`src/rtl/decode_pkg.sv`:
```
// Shared decode definitions: RV32I opcodes, ALU operation classes,
// immediate formats and the control bundle carried into execute.
package decode_pkg;

    localparam logic [6:0] OP_R      = 7'b0110011;
    localparam logic [6:0] OP_IALU   = 7'b0010011;
    localparam logic [6:0] OP_LOAD   = 7'b0000011;
    localparam logic [6:0] OP_STORE  = 7'b0100011;
    localparam logic [6:0] OP_BRANCH = 7'b1100011;
    localparam logic [6:0] OP_LUI    = 7'b0110111;
    localparam logic [6:0] OP_AUIPC  = 7'b0010111;
    localparam logic [6:0] OP_JAL    = 7'b1101111;
    localparam logic [6:0] OP_JALR   = 7'b1100111;

    localparam logic [1:0] ALUOP_ADD    = 2'b00;
    localparam logic [1:0] ALUOP_BRANCH = 2'b01;
    localparam logic [1:0] ALUOP_RTYPE  = 2'b10;
    localparam logic [1:0] ALUOP_IALU   = 2'b11;

    typedef enum logic [2:0] {
        IMM_NONE,
        IMM_I,
        IMM_S,
        IMM_B,
        IMM_U,
        IMM_J
    } imm_type_e;

    typedef struct packed {
        logic       regWrite;
        logic       memRead;
        logic       memWrite;
        logic       aluSrc;
        logic       branch;
        logic       jump;
        logic [1:0] aluOp;
    } ctrl_t;

    function automatic imm_type_e imm_type_of(input logic [6:0] opcode);
        case (opcode)
            OP_IALU, OP_LOAD, OP_JALR: return IMM_I;
            OP_STORE:                  return IMM_S;
            OP_BRANCH:                 return IMM_B;
            OP_LUI, OP_AUIPC:          return IMM_U;
            OP_JAL:                    return IMM_J;
            default:                   return IMM_NONE;
        endcase
    endfunction

endpackage

```
`src/rtl/decode_stage_if.sv`:
```
// Fetch-to-decode handshake: fetch offers an instruction, decode answers
// with id_ready when it takes it.
interface decode_stage_if #(parameter int XLEN = 32);
    logic            if_valid;
    logic [31:0]     if_instr;
    logic [XLEN-1:0] if_pc;
    logic            id_ready;

    modport master (output if_valid, if_instr, if_pc, input id_ready);
    modport slave  (input if_valid, if_instr, if_pc, output id_ready);
endinterface

```
`src/rtl/decode_stage_imm_gen.sv`:
```
// Immediate generator: picks the RV32I immediate format from the opcode and
// returns it sign-extended; formats without an immediate yield zero.
module imm_gen
    import decode_pkg::*;
#(
    parameter int XLEN = 32
) (
    input  logic [31:0]     instr,
    output logic [XLEN-1:0] imm
);

    // Assemble the immediate for the decoded format.
    always_comb begin
        imm = '0;
        case (imm_type_of(instr[6:0]))
            IMM_I:   imm = {{(XLEN-12){instr[31]}}, instr[31:20]};
            IMM_S:   imm = {{(XLEN-12){instr[31]}}, instr[31:25], instr[11:7]};
            IMM_B:   imm = {{(XLEN-12){instr[31]}}, instr[7], instr[30:25], instr[11:8], 1'b0};
            IMM_U:   imm = XLEN'($signed({instr[31:12], 12'b0}));
            IMM_J:   imm = {{(XLEN-20){instr[31]}}, instr[19:12], instr[20], instr[30:21], 1'b0};
            default: imm = '0;
        endcase
    end

endmodule

```
`src/rtl/decode_stage.sv`:
```
// Instruction-decode stage: IF/ID register, RV32I field/control decode,
// load-use interlock, back-pressure and branch flush, ID/EX register.
// Build option: DECODE_WB_BYPASS_EN forwards a same-cycle writeback into the
// captured operand values; without it the regfile data is taken as-is.
module decode_stage
    import decode_pkg::*;
#(
    parameter int XLEN       = 32,
    parameter int REG_ADDR_W = 5
) (
    input  logic                  clk,
    input  logic                  rst,
    decode_stage_if.slave         fetch,
    input  logic                  flush,
    output logic [REG_ADDR_W-1:0] read_1,
    output logic [REG_ADDR_W-1:0] read_2,
    input  logic [XLEN-1:0]       data_1,
    input  logic [XLEN-1:0]       data_2,
    input  logic                  wb_regWrite,
    input  logic [REG_ADDR_W-1:0] wb_rd,
    input  logic [XLEN-1:0]       wb_data,
    input  logic                  ex_ready,
    output logic                  ex_valid,
    output logic [XLEN-1:0]       ex_pc,
    output logic [XLEN-1:0]       ex_rs1_val,
    output logic [XLEN-1:0]       ex_rs2_val,
    output logic [XLEN-1:0]       ex_imm,
    output logic [REG_ADDR_W-1:0] ex_rs1,
    output logic [REG_ADDR_W-1:0] ex_rs2,
    output logic [REG_ADDR_W-1:0] ex_rd,
    output logic [2:0]            ex_funct3,
    output logic                  ex_funct7_5,
    output logic                  ex_regWrite,
    output logic                  ex_memRead,
    output logic                  ex_memWrite,
    output logic                  ex_aluSrc,
    output logic                  ex_branch,
    output logic                  ex_jump,
    output logic [1:0]            ex_aluOp
);

    logic                  id_valid;
    logic [31:0]           id_instr;
    logic [XLEN-1:0]       id_pc;
    logic [6:0]            opcode;
    logic [REG_ADDR_W-1:0] rd;
    logic [REG_ADDR_W-1:0] rs1;
    logic [REG_ADDR_W-1:0] rs2;
    logic                  rs2_used;
    ctrl_t                 ctrl;
    logic [XLEN-1:0]       imm;
    logic [XLEN-1:0]       rs1_val;
    logic [XLEN-1:0]       rs2_val;
    logic                  hazard;
    logic                  ex_adv;
    logic                  id_advance;

    assign opcode = id_instr[6:0];
    assign rd     = id_instr[11:7];
    // LUI carries immediate bits in the rs1 field; it reads no register.
    assign rs1    = (opcode == OP_LUI) ? '0 : id_instr[19:15];
    assign rs2    = id_instr[24:20];

    assign read_1 = id_valid ? rs1 : '0;
    assign read_2 = id_valid ? rs2 : '0;

    imm_gen #(.XLEN(XLEN)) u_imm_gen (
        .instr (id_instr),
        .imm   (imm)
    );

    // Control bits per opcode; unknown opcodes fall through as a NOP.
    always_comb begin
        ctrl     = '0;
        rs2_used = 1'b0;
        case (opcode)
            OP_R:      begin ctrl.regWrite = 1'b1; ctrl.aluOp = ALUOP_RTYPE; rs2_used = 1'b1; end
            OP_IALU:   begin ctrl.regWrite = 1'b1; ctrl.aluSrc = 1'b1; ctrl.aluOp = ALUOP_IALU; end
            OP_LOAD:   begin ctrl.regWrite = 1'b1; ctrl.memRead = 1'b1; ctrl.aluSrc = 1'b1; end
            OP_STORE:  begin ctrl.memWrite = 1'b1; ctrl.aluSrc = 1'b1; rs2_used = 1'b1; end
            OP_BRANCH: begin ctrl.branch = 1'b1; ctrl.aluOp = ALUOP_BRANCH; rs2_used = 1'b1; end
            OP_LUI,
            OP_AUIPC:  begin ctrl.regWrite = 1'b1; ctrl.aluSrc = 1'b1; end
            OP_JAL,
            OP_JALR:   begin ctrl.regWrite = 1'b1; ctrl.aluSrc = 1'b1; ctrl.jump = 1'b1; end
            default:   ctrl = '0;
        endcase
        if (rd == '0) ctrl.regWrite = 1'b0;
    end

`ifdef DECODE_WB_BYPASS_EN
    assign rs1_val = (wb_regWrite && wb_rd != '0 && wb_rd == rs1) ? wb_data : data_1;
    assign rs2_val = (wb_regWrite && wb_rd != '0 && wb_rd == rs2) ? wb_data : data_2;
`else
    logic wb_unused;
    assign wb_unused = ^{wb_regWrite, wb_rd, wb_data};
    assign rs1_val   = data_1;
    assign rs2_val   = data_2;
`endif

    assign hazard = id_valid && ex_valid && ex_memRead && (ex_rd != '0) &&
                    ((ex_rd == rs1) || (rs2_used && ex_rd == rs2));
    assign ex_adv     = ex_ready || !ex_valid;
    assign id_advance = id_valid && !hazard && ex_adv;
    assign fetch.id_ready = !rst && !flush && (!id_valid || id_advance);

    // IF/ID register: flush empties it, otherwise it refills whenever it may accept.
    always_ff @(posedge clk) begin
        if (rst) begin
            id_valid <= 1'b0;
            id_instr <= '0;
            id_pc    <= '0;
        end else if (flush) begin
            id_valid <= 1'b0;
        end else if (fetch.id_ready) begin
            id_valid <= fetch.if_valid;
            if (fetch.if_valid) begin
                id_instr <= fetch.if_instr;
                id_pc    <= fetch.if_pc;
            end
        end
    end

    // ID/EX register: bubble when advancing without a live instruction, hold under back-pressure.
    always_ff @(posedge clk) begin
        if (rst || (ex_adv && (flush || !id_advance))) begin
            ex_valid    <= 1'b0;
            ex_pc       <= '0;
            ex_rs1_val  <= '0;
            ex_rs2_val  <= '0;
            ex_imm      <= '0;
            ex_rs1      <= '0;
            ex_rs2      <= '0;
            ex_rd       <= '0;
            ex_funct3   <= '0;
            ex_funct7_5 <= 1'b0;
            {ex_regWrite, ex_memRead, ex_memWrite, ex_aluSrc, ex_branch, ex_jump, ex_aluOp} <= '0;
        end else if (ex_adv) begin
            ex_valid    <= 1'b1;
            ex_pc       <= id_pc;
            ex_rs1_val  <= rs1_val;
            ex_rs2_val  <= rs2_val;
            ex_imm      <= imm;
            ex_rs1      <= rs1;
            ex_rs2      <= rs2;
            ex_rd       <= rd;
            ex_funct3   <= id_instr[14:12];
            ex_funct7_5 <= id_instr[30];
            {ex_regWrite, ex_memRead, ex_memWrite, ex_aluSrc, ex_branch, ex_jump, ex_aluOp} <= ctrl;
        end
    end

endmodule

```
`src/flat_wrapper.sv`:
```
// flat-port wrapper written by rule: the top's interface ports become plain ports
module decode_stage_flat import decode_pkg::*;
#(
    parameter int XLEN       = 32,
    parameter int REG_ADDR_W = 5
)
  (clk, rst, flush, read_1, read_2, data_1, data_2, wb_regWrite, wb_rd, wb_data, ex_ready, ex_valid, ex_pc, ex_rs1_val, ex_rs2_val, ex_imm, ex_rs1, ex_rs2, ex_rd, ex_funct3, ex_funct7_5, ex_regWrite, ex_memRead, ex_memWrite, ex_aluSrc, ex_branch, ex_jump, ex_aluOp, fetch_if_valid, fetch_if_instr, fetch_if_pc, fetch_id_ready);
  decode_stage_if #(.XLEN(XLEN)) fetch_i ();
  input  logic clk;
  input  logic rst;
  input  logic flush;
  output logic [REG_ADDR_W-1:0] read_1;
  output logic [REG_ADDR_W-1:0] read_2;
  input  logic [XLEN-1:0] data_1;
  input  logic [XLEN-1:0] data_2;
  input  logic wb_regWrite;
  input  logic [REG_ADDR_W-1:0] wb_rd;
  input  logic [XLEN-1:0] wb_data;
  input  logic ex_ready;
  output logic ex_valid;
  output logic [XLEN-1:0] ex_pc;
  output logic [XLEN-1:0] ex_rs1_val;
  output logic [XLEN-1:0] ex_rs2_val;
  output logic [XLEN-1:0] ex_imm;
  output logic [REG_ADDR_W-1:0] ex_rs1;
  output logic [REG_ADDR_W-1:0] ex_rs2;
  output logic [REG_ADDR_W-1:0] ex_rd;
  output logic [2:0] ex_funct3;
  output logic ex_funct7_5;
  output logic ex_regWrite;
  output logic ex_memRead;
  output logic ex_memWrite;
  output logic ex_aluSrc;
  output logic ex_branch;
  output logic ex_jump;
  output logic [1:0] ex_aluOp;
  input wire logic [$bits(fetch_i.if_valid)-1:0] fetch_if_valid;
  input wire logic [$bits(fetch_i.if_instr)-1:0] fetch_if_instr;
  input wire logic [$bits(fetch_i.if_pc)-1:0] fetch_if_pc;
  output wire logic [$bits(fetch_i.id_ready)-1:0] fetch_id_ready;
  assign fetch_i.if_valid = fetch_if_valid;
  assign fetch_i.if_instr = fetch_if_instr;
  assign fetch_i.if_pc = fetch_if_pc;
  assign fetch_id_ready = fetch_i.id_ready;
  decode_stage #(.XLEN(XLEN), .REG_ADDR_W(REG_ADDR_W)) u_core (.clk(clk), .rst(rst), .fetch(fetch_i), .flush(flush), .read_1(read_1), .read_2(read_2), .data_1(data_1), .data_2(data_2), .wb_regWrite(wb_regWrite), .wb_rd(wb_rd), .wb_data(wb_data), .ex_ready(ex_ready), .ex_valid(ex_valid), .ex_pc(ex_pc), .ex_rs1_val(ex_rs1_val), .ex_rs2_val(ex_rs2_val), .ex_imm(ex_imm), .ex_rs1(ex_rs1), .ex_rs2(ex_rs2), .ex_rd(ex_rd), .ex_funct3(ex_funct3), .ex_funct7_5(ex_funct7_5), .ex_regWrite(ex_regWrite), .ex_memRead(ex_memRead), .ex_memWrite(ex_memWrite), .ex_aluSrc(ex_aluSrc), .ex_branch(ex_branch), .ex_jump(ex_jump), .ex_aluOp(ex_aluOp));
endmodule
```
`config.mk`:
```
export PLATFORM = sky130hd
export DESIGN_NAME = decode_stage_flat
export DESIGN_NICKNAME = d
export VERILOG_FILES = /design/src/rtl/decode_pkg.sv /design/src/rtl/decode_stage_if.sv /design/src/rtl/decode_stage_imm_gen.sv /design/src/rtl/decode_stage.sv /design/src/flat_wrapper.sv
export SDC_FILE = /design/constraint.sdc
export NUM_CORES = 1
export LEC_CHECK = 0
export ABC_AREA = 1
export BUFFER_PORTS_ARGS = -buffer_cell sky130_fd_sc_hd__clkbuf_2
export CORE_MARGIN = 2
export CORE_UTILIZATION = 46
export DETAILED_ROUTE_END_ITERATION = 7
export PLACE_DENSITY = 0.75
export SLEW_MARGIN = 20
export SYNTH_ARGS = -nofsm -noshare
export SYNTH_HDL_FRONTEND = slang
export SYNTH_SLANG_ARGS = --single-unit
```
`constraint.sdc`:
```
create_clock -name clk -period 5.75 [get_ports clk]
set_input_delay 1.15 -clock clk [delete_from_list [all_inputs] [get_ports clk]]
set_output_delay 1.15 -clock clk [all_outputs]
set_load 0.02 [all_outputs]
```
# Word level (Yosys, flattened, before mapping)
# Index checks and enable logic that the tools add are counted.
# W data, S select, Z words.
word_totals:
  reg_bits: 221
  inputBits: 171
  out_inout_bits: 167
  wordCells: 82
op_classes:
  eq_ne: 16
  mux: 14
  bitwise: 1
  reduce_logical: 31
op_table:
  columns: ["cell", "n"]
  rows:
  - ["$pmux W32 S5", 1]
  - ["$eq A7 B6 Y1 const B", 3]
  - ["$eq A7 B7 Y1 const B", 3]
  - ["$mux W5", 3]
  - ["$pmux W3 S5", 1]
  - ["$eq A7 B5 Y1 const B", 2]
  - ["$reduce_or A7 Y1", 2]
  - ["$eq A5 B5 Y1", 2]
  - ["$logic_and A1 B1 Y1", 10]
  - ["$mux W1", 8]
  - ["$eq A7 B2 Y1 const B", 1]
  - ["$eq A3 B2 Y1 const B", 2]
  - ["$eq A3 B3 Y1 const B", 2]
  - ["$logic_not A1 Y1", 6]
  - ["$pmux W2 S3", 1]
  - ["$reduce_or A2 Y1", 3]
  - ["$reduce_or A3 Y1", 2]
  - ["$logic_not A5 Y1", 1]
  - ["$logic_or A1 B1 Y1", 5]
  - ["$reduce_bool A5 Y1", 1]
  - ["$eq A3 B1 Y1 const B", 1]
  - ["$reduce_and A3 Y1", 1]
  - ["$not A1 Y1", 1]

# Longest topological paths before layout
logic_depth:
  ltp_word: 13
  mapped_depth: 18
  mapped_depth_nobuf: 17

# Cells and area by module
# Synthesis repeated with hierarchy kept, for this count alone.
unflattened:
  hier_cells: 1479
  hier_area_um2: 9796.9
by_module_without_submodules:
  columns: ["mod", "instances", "cells_each", "area_per_inst_um2", "seq_area_each_um2"]
  rows:
  - ["decode_stage", 1, 1317, 9057.4, 4424.2]
  - ["imm_gen", 1, 162, 739.5, 0.0]

# Worst setup path before layout
# No wires, ideal clock.
synth_timing:
  kind: "input to output"
  start: "input flush"
  end: "output fetch_id_ready"
  t_arrival_ns: 2.075
  required_ns: 4.600
  path_slack_ns: 2.525
  path_stages: 4
  n_path_buf: 1
  cell_sequence: "nor2_1 -> clkbuf_1 -> inv_1 -> a21oi_1"
synth_via:
  elab_chain_cells: 3
synth_rtl:
  columns: ["element", "line", "rtl"]
  rows:
  - ["start: declaration", "flat_wrapper.sv:11", "input logic flush;"]
  - ["$logic_not A1 Y1", "decode_stage.sv:105", "assign fetch.id_ready = !rst && !flush && (!id_valid || id_advance);"]
  - ["$logic_and A1 B1 Y1 (2 in a row)", "decode_stage.sv:105", null]
  - ["end: declaration", "flat_wrapper.sv:40", "output wire logic [$bits(fetch_i.id_ready)-1:0] fetch_id_ready;"]
# No other way between the ends.

# Worst setup path after layout
layout_timing:
  start: "register u_core.id_instr[5]"
  end: "output fetch_id_ready"
layout_via:
  elab_chain_cells: 11
  elab_cells_between_ends: 16
  cone_classes: "eq/ne (5); mux (2); reduce/logical (9)"
layout_rtl:
  columns: ["element", "line", "rtl"]
  rows:
  - ["start: declaration", "decode_stage.sv:43", "logic [31:0] id_instr;"]
  - ["start signal: assignment", "decode_stage.sv:118", "id_instr <= fetch.if_instr;"]
  - ["$eq A7 B6 Y1 / $eq A7 B7 Y1 (equally long branches)", "decode_stage.sv:76", "case (opcode)"]
  - ["$reduce_or A3 Y1 (no source line)", null, null]
  - ["$mux W1", "decode_stage.sv:76", null]
  - ["$logic_and A1 B1 Y1", "decode_stage.sv:102", "((ex_rd == rs1) || (rs2_used && ex_rd == rs2));"]
  - ["$logic_or A1 B1 Y1 *", "decode_stage.sv:102", null]
  - ["$logic_and A1 B1 Y1 *", "decode_stage.sv:101", "assign hazard = id_valid && ex_valid && ex_memRead && (ex_rd != '0) &&"]
  - ["$logic_not A1 Y1 *", "decode_stage.sv:104", "assign id_advance = id_valid && !hazard && ex_adv;"]
  - ["$logic_and A1 B1 Y1 * (2 in a row)", "decode_stage.sv:104", null]
  - ["$logic_or A1 B1 Y1 *", "decode_stage.sv:105", null]
  - ["$logic_and A1 B1 Y1 *", "decode_stage.sv:105", null]
# Mark *: on every way between the ends. The rest lies on a longest branch, timed or not.

==> results.json <==
{
  "cts_buffers": 24,
  "vias": 9199,
  "fp.coreArea_mm2": 0.0201,
  "path_max_fanout": 16,
  "outcome": "finished, final reports clean",
  "dp_cells": 1850,
  "crit_cells": 13,
  "cap_violations": 0,
  "min_period_ns": 3.69,
  "vdd_drop_max_mv": 0.214,
  "worst_slew_pin_slew_ns": 1.02,
  "final_nets": 1777,
  "ant_nets": 0,
  "finalWirelength_um": 27700,
  "first_iter_violations": 593,
  "synth_edf_count": 0,
  "drcViolationCount": 0,
  "place_congestion": 0.873,
  "synth-simple-area-share": 0.281,
  "synthCells": 1361,
  "chipWidth_um": 147,
  "initial_core_util": 0.465,
  "dp_hpwl_um": 18200,
  "worstPathCellList": "nand2_1 > nor2_2 > nand2_4 > nand2_1 > nand2_1 > nand2_1 > nor2_1 > nand3_1 > nand2_1 > nand2_1 > nand2_1 > a21oi_1 > clkbuf_2",
  "cts.sinks": 221,
  "synth_fp_nets": 1532,
  "synth-seq-cells": 221,
  "synth_compound_area_frac": 0.108,
  "ys_top_cells_by_area": "dfxtp_1 47%, nand2_1 16%, inv_1 6.9%",
  "pwr_density_cell_mw_per_mm2": 298,
  "fin_util": 0.579,
  "antenna_found_initial": 2,
  "setup_viol": 0,
  "crit_top_cell": "nand2_1",
  "slew-limit-headroom": 0.316,
  "cts_tree": "built",
  "cts_setup_buffers": 0,
  "critPathRequiredTime_ns": 4.60,
  "yosys.area.top_type_share": 0.473,
  "hold_buffers": 0,
  "synthXorXnorAreaFrac": 0.00281,
  "grt.total_usage": 0.247,
  "cts-resized-gates": 0,
  "fin_crit_sh": 0.643,
  "drt_first_pass_iters": 5,
  "cts-root-buf": "clkbuf_16",
  "final_cell_mix": "408 x nand2_1, 299 x clkbuf_2, 221 x dfxtp_1",
  "worstSetupPathType": "reg2out",
  "cts_max_level": 1,
  "ys_types": 31,
  "hold_class": "reg2reg",
  "crit_family": "simple AND/OR/NAND/NOR gates",
  "holdPathStages": 2,
  "drv_slew": 0,
  "ys.flop_type": "dfxtp_1",
  "vias_per_cell": 4.86,
  "whs_ns": 0.463,
  "skew_ns": 0.0123,
  "area_growth_pct": 24.4,
  "fmax_mhz": 271,
  "stdcell_count": 1892,
  "grt_max_degree": 126,
  "routedWlPerCell_um": 14.7,
  "core.rowCount": 52,
  "path_buf_inv": 1,
  "hold_viol": 0,
  "crit_slowest_cell": "dfxtp_1",
  "synth-seq-area-share": 0.473,
  "synthArstFlopShare": 0,
  "dieArea_mm2": 0.0215,
  "cts_buffer_depth": 3,
  "leakagePower_uw": 0.00605,
  "numPortBuffers": 299,
  "synthAdderAreaFrac": 0,
  "dieHeight_um": 147,
  "finalSetupTns_ns": 0,
  "grt_pass1_wl_um": 43400,
  "end_kind": "output pin",
  "netlist_area_mm2": 0.00936,
  "ios": 338,
  "drive_gt1_frac": 0.245,
  "ys_warn_count": 0,
  "synth_mux_area_frac": 0,
  "clkTransAtPathRegs_ns": 0.06,
  "syn_avg_cell_area_um2": 6.87,
  "grt_pass1_vias": 8258,
  "clock_latency_ns": 0.52,
  "startpoint_type": "flip-flop",
  "worstPathArrival_ns": 2.54,
  "rsz0062_at_grt": "no",
  "synth_top_area_cell": "dfxtp_1",
  "final_common_cell": "nand2_1",
  "slowest_delay_ns": 0.44,
  "synth_top_family_by_area": "simple AND/OR/NAND/NOR gates",
  "r2r_cells": 14,
  "grt-ovfl-total": 0
}
==> per-layer routing <==
metal | track usage | routed length, µm | vias to the layer above
met3 | 0.0559 | 2470 | 59
li1 | - | - | 4682
met1 | 0.326 | 11700 | 4080
met4 | 0.0825 | 816 | 2
met5 | 0 | 13 | -
met2 | 0.400 | 12700 | 376
==> sequential cells by signal, summed over array words and instances (netlist names), 5 cells and up <==
register	flops
u_core.ex_imm	32
u_core.ex_pc	32
u_core.ex_rs1_val	32
u_core.ex_rs2_val	32
u_core.id_instr	32
u_core.id_pc	32
u_core.ex_rd	5
u_core.ex_rs1	5
u_core.ex_rs2	5
==> synthesized netlist by cell type, drive strengths merged, types with 6 or more instances <==
cell type,count
o22ai,6
nand3,13
a21oi,106
o21ai,72
nand2,411
nand4,67
a22oi,6
dfxtp,221
clkbuf,56
buf,32
inv,213
nor2,145
==> cells by family (layout without fill, tap and decap cells) <==
family	count (synthesis)	after routing
other	0	1
AND/OR/NAND/NOR	640	640
AO/OA/AOI/OAI	195	195
flip-flops	221	221
XOR/XNOR	3	3
buffers and inverters	302	562
==> report_power, final <==
group	leakage [µW]	internal (µW)	total, µW	switching (µW)
Sequential	0.00179	1560	1580	17.9
Combinational	0.00385	100	274	173
Clock	0.000406	986	1610	621
==> final cells by class <==
cell class	count	area, µm²
repair buffers	307	1560
multi-input cells	838	3690
fillers	1937	8460
inverters	214	811
well taps	270	338
clock buffers	33	706
diodes	1	2.50
flip-flops and latches	221	4420
clock inverters	8	118
==> path summary, 6_finish.rpt <==
kind,slack (ns),to,startpoint
max,2.06,fetch_id_ready,u_core.id_instr[5]
min,0.46,u_core.ex_imm[30],u_core.ex_imm[30]
max reg2reg,2.37,u_core.ex_rs1_val[6],u_core.id_instr[0]
min reg2reg,0.46,u_core.ex_imm[30],u_core.ex_imm[30]
==> through the flow <==
step | setup WS [ns] | cell area, µm² | power [µW]
after global placement | 1.89 | 10800 | 1880
after floorplan | 2.52 | 9360 | 1800
after detailed placement | 1.85 | 10800 | 1890
after CTS | 2.08 | 11600 | 3490
after global routing | 1.89 | 11600 | 3590
final | 2.06 | 11600 | 3460
==> worst reg2reg max path: cells and delay by family, from the launching register on <==
family,cells,cell delay [ns]
AO/OA/AOI/OAI,1,0.18
buffers and inverters,3,1.49
flip-flops,1,0.37
AND/OR/NAND/NOR,10,1.18
Note: power is estimated with default switching activity, not from simulation.
